<file path="src/rtl/poly_shift_reg.sv">
// Parametrised polynomial / serial shift register with an XNOR LFSR that can run at full
// or short length, serial-in shifting, rotation, parallel load, preset and a period-wrap strobe.
module poly_shift_reg #(
  parameter int                    WIDTH      = 17,
  parameter int                    SHORT_LEN  = 9,
  parameter logic [WIDTH-1:0]      FULL_TAPS  = 17'h12000,
  parameter logic [WIDTH-1:0]      SHORT_TAPS = 17'h00110,
  parameter logic [WIDTH-1:0]      PRESET_VAL = '0
) (
  input  logic             clk,
  input  logic             reset,
  input  logic             enn,
  input  logic [1:0]       mode,
  input  logic             ld,
  input  logic [WIDTH-1:0] d,
  input  logic             preset,
  input  logic             din,
  output logic [WIDTH-1:0] q,
  output logic             sout,
  output logic             wrap
);

  localparam logic [WIDTH-1:0] ALL_MASK   = '1;
  localparam logic [WIDTH-1:0] SHORT_MASK = ALL_MASK >> (WIDTH - SHORT_LEN);

  logic [WIDTH-1:0] r_q;
  logic [WIDTH-1:0] r_seed;
  logic             r_wrap;

  logic             w_new_bit;
  logic [WIDTH-1:0] w_mask;
  logic [WIDTH-1:0] w_shifted;
  logic [WIDTH-1:0] w_next;
  logic             w_at_seed;

  always_comb begin
    w_new_bit = 1'b0;
    w_mask    = ALL_MASK;
    case (mode)
      2'b00: w_new_bit = ~^(r_q & FULL_TAPS);
      2'b01: begin
        w_new_bit = ~^(r_q & SHORT_TAPS);
        w_mask    = SHORT_MASK;
      end
      2'b10: w_new_bit = din;
      2'b11: w_new_bit = r_q[WIDTH-1];
      default: w_new_bit = 1'b0;
    endcase
    // Only the active window moves; bits above it keep their value.
    w_shifted = {r_q[WIDTH-2:0], w_new_bit};
    w_next    = (w_shifted & w_mask) | (r_q & ~w_mask);
    w_at_seed = ((w_next & w_mask) == (r_seed & w_mask));
  end

  always_ff @(negedge clk) begin
    if (reset || preset) begin
      r_q    <= PRESET_VAL;
      r_seed <= PRESET_VAL;
      r_wrap <= 1'b0;
    end else if (ld) begin
      r_q    <= d;
      r_seed <= d;
      r_wrap <= 1'b0;
    end else if (enn) begin
      r_q    <= w_next;
      r_wrap <= w_at_seed;
    end else begin
      r_wrap <= 1'b0;
    end
  end

  assign q    = r_q;
  assign wrap = r_wrap;
  assign sout = (mode == 2'b01) ? r_q[SHORT_LEN-1] : r_q[WIDTH-1];

endmodule
</file>
<file path="config.mk">
export PLATFORM = sky130hd
export DESIGN_NAME = poly_shift_reg
export DESIGN_NICKNAME = d
export VERILOG_FILES = /design/src/rtl/poly_shift_reg.sv
export SDC_FILE = /design/constraint.sdc
export NUM_CORES = 1
export LEC_CHECK = 0
export ABC_CLOCK_PERIOD_IN_PS = 3200
export CAP_MARGIN = 20
export CORE_ASPECT_RATIO = 0.6
export CORE_UTILIZATION = 25
export DETAILED_ROUTE_END_ITERATION = 6
export PLACE_DENSITY_LB_ADDON = 0.25
export SLEW_MARGIN = 20
export SYNTH_ARGS = -nofsm -noshare
export SYNTH_HDL_FRONTEND = slang
export SYNTH_SLANG_ARGS = --single-unit
</file>
<file path="constraint.sdc">
create_clock -name clk -period 3.2 [get_ports clk]
set_input_delay 0.96 -clock clk [delete_from_list [all_inputs] [get_ports clk]]
set_output_delay 0.96 -clock clk [all_outputs]
set_load 0.005 [all_outputs]
</file>
==> Yosys cells after proc, flatten, opt, wreduce, memory -nomap -nowiden <==
Index checks and enable logic that the tools add are counted.
{ "totals": {"ff_bits": 35, "latch_bits": 0, "mem_bits_rw": 0, "mem_bits_ro": 0, "in_bits": 25, "n_memories": 0} }
{ "op_classes": {"addsub": 0, "mul": 0, "div_mod_pow": 0, "magnitude_cmp": 0, "n_eq_ne": 4, "n_shift": 0, "mux": 5, "bitwise_logic": 7, "n_reduce_logical": 6} }
{ "ops": {"columns": ["op", "count"], "rows": [
  ["$and A17 B17 Y17", 4],
  ["$mux W17", 3],
  ["$reduce_xnor A17 Y1", 2],
  ["$eq A17 B17 Y1", 1],
  ["$not A17 Y17", 1],
  ["$or A17 B17 Y17", 1],
  ["$eq A2 B2 Y1 const B", 2],
  ["$pmux W1 S4", 1],
  ["$reduce_or A3 Y1", 1],
  ["$eq A2 B1 Y1 const B", 1],
  ["$logic_not A2 Y1", 1],
  ["$reduce_bool A2 Y1", 1],
  ["$logic_or A1 B1 Y1", 1],
  ["$mux W1", 1],
  ["$not A1 Y1", 1]
]} }

==> Longest topological paths before layout <==
{ "depth": {"word_depth": 7, "depth_mapped": 6, "mapped_depth_nobuf": 4} }

==> metrics.md <==
| Metric | Value |
|---|---|
| Power Density | `412.0 mW/mm^2` |
| DP Cell Count | `about 340` |
| Routed Antenna Nets | `0` |
| GP Congestion | `just under 0.8` |
| Fin nets | `approximately 330` |
| Clock Tree Root | `clkbuf_8` |
| Post-Syn Nets | `approximately 220` |
| Kind of critical path | `reg -> out` |
| Mapped Area | `0.001657 sq mm` |
| Worst Clk Skew | `roughly 0.018 ns` |
| Final worst setup slack | `-0.3668 ns` |
| Starting Density | `0.2651` |
| Total GRT Usage | `0.1485` |
| Unrepaired setup endpoints after global routing | `true` |
| Crit path arrival time | `around 2.6 ns` |
| Status | `complete, but fails checks` |
| Synth Warn # | `0` |
| Max Cap Violations | `0` |
| Cells after synthesis | `193` |
| Crit path max fanout | `2` |
| TritonCTS buffer count | `5` |
| Synth unique cells | `28` |
| Hold WC Path Type | `reg -> reg` |
| First-pass GRT wire length | `around 7700 microns` |
| Startpoint Class | `flip-flop` |
| Fin cells | `around 390` |
| Max rail drop VDD | `roughly 0.17 mV` |
| Relative slew slack | `0.6792` |
| Clock-pin slew on the worst setup and hold paths | `around 0.04 ns` |
| Final setup viols | `21` |
| WL/cell | `around 13 microns` |
| Worst setup EP type | `output pin` |
| Fin. max-slew vios | `0` |
| Clk_lat worst skew | `approximately 0.37 ns` |
| Ys flop type | `dfxtp_1` |
| Die height | `between 60 and 70 microns` |
| Mean Syn Cell Area | `between 8 and 9 sq um` |
| Leakage power | `about 1.4 nW` |
| Initial antenna violation count | `0` |
| Clk sinks | `35` |
| I/O Buffers | `43` |
| Highest-count cells in the layout ignoring fill and taps | `40 x nor2_1, 37 x inv_1, 32 x buf_4, 24 x mux2i_1, 18 x dfxtp_2` |
| Row count | `22` |
| TritonRoute pass-1 iters | `4` |
| Most common cell after layout, fill and taps aside | `nor2_1` |
| EDFF count, synth | `0` |
| Diode count | `0` |
| Min-delay src | `r_seed[0]` |
| H-tree Lvls | `2` |
| DP HPWL | `between 3000 and 4000 microns` |
| Hold Vio Cnt, Final | `0` |
| Area growth, synth to finish | `69.49%` |
| Synthesized flop and latch total | `35` |
| Fin util | `0.4493` |
| Hold_ws | `about 0.49 ns` |
| FFs w/ async S/R, synth | `0` |
| Reg2reg start | `q[16]` |
| CP startpoint | `q[16]` |
| Largest net degree at the start of global routing | `24` |
| DR vias | `~1,700` |
| Grt total ovfl | `0` |
| Core Region | `about 0.0062 sq mm` |
| Via density | `~4.4` |
| Setup TNS | `-3.429 ns` |
| First-iteration detailed-routing DRC count | `46` |
| DRC viols | `0` |
| Final WL | `around 5100 microns` |
| Layout cells sized above 1 | `0.3571` |
| Crit path required time | `about 2.2 ns` |
| Number of global-route vias before repair | `1,713` |
| Die ar. | `around 0.007 sq mm` |
| Die X | `around 110 microns` |
| Failing checks | `setup timing` |
| I/O pin cnt | `44` |
| Post-synthesis sequential area ratio | `0.4230` |
| TritonCTS clock tree | `built` |
| Worst Max-Slew Pin Slew | `0.4768 ns` |
| CTS max path bufs | `2` |
-- power breakdown --
group          total (mW)  switching (mW)  internal [mW]
combinational       0.203          0.0922          0.111
sequential          0.466         0.00954          0.456
clock               0.488           0.283          0.204
total                1.16           0.385          0.772
-- critical path: stages (launching register included) --
cell and delay, ns:
dfxtp_2 0.33, buf_6 0.12, nand2_4 0.04, nand2_2 0.05, buf_6 0.11
-- per-stage QoR --
stage / setup slack, ns / area [sq um] / power (mW)
after floorplan: -0.2857 / 1780 / 0.6367
after global placement: -0.8823 / 2431 / 0.7208
after detailed placement: -0.9626 / 2431 / 0.7216
after CTS: -0.3835 / 2691 / 1.165
after global routing: -0.3967 / 2808 / 1.251
final: -0.3668 / 2808 / 1.157
-- layer usage --
metal,wire [microns],GRT usage,vias to the layer above
met1,2710,0.2004,793
met4,55,0.07363,0
li1,-,-,890
met3,363,0.07545,8
met5,0,0,-
met2,1946,0.1887,51
-- timing repair --
item                       4_1_cts  5_1_grt
gates cloned                     0        1
pin swaps                        9       10
gates resized for setup        129       25
hold buffers                     0        0
buffers inserted                 6        2
setup endpoints to repair       54       33
-- path summary, 6_finish.rpt --
kind / to / slack (ns) / cells after the start
min: r_seed[0] / 0.49 / 2
min reg2reg: r_seed[0] / 0.49 / 2
max reg2reg: q[0] / 1.43 / 8
max: sout / -0.37 / 4
-- synth_stat cells (all sizes together), types with 2 or more instances --
cell type	count	share of area
nor2	42	0.095
dfxtp	35	0.42
mux2i	24	0.15
xor2	17	0.090
nand2	14	0.032
a21oi	11	0.033
nand3	9	0.027
a311oi	8	0.042
buf	6	0.017
clkbuf	6	0.014
nor4	4	0.015
inv	2	0.0045
-- final cells by class --
class	count	area [sq um]
Clock buffer	5	68.82
Fill cell	643	3441
Timing Repair Buffer	85	770.7
Sequential cell	35	723.2
Inverter	2	8.758
Multi-Input combinational cell	143	985.9
Tap cell	84	105.1
Clock inverter	38	145.1
-- registers in the layout, summed over array words and instances (netlist names) --
register,flops
wrap,1
q,17
r_seed,17
-- cell families (layout without fill, tap and decap cells) --
group | Yosys count | count (layout) | synth area share
xor gates and xnor gates | 17 | 17 | 0.08988
muxes | 24 | 24 | 0.1450
buffers and inverters | 15 | 130 | 0.03776
and+or+nand+nor | 78 | 78 | 0.2047
AOI/OAI and AO/OA | 24 | 24 | 0.09970
DFF | 35 | 35 | 0.4230
Note: power is estimated with default switching activity, not from simulation.
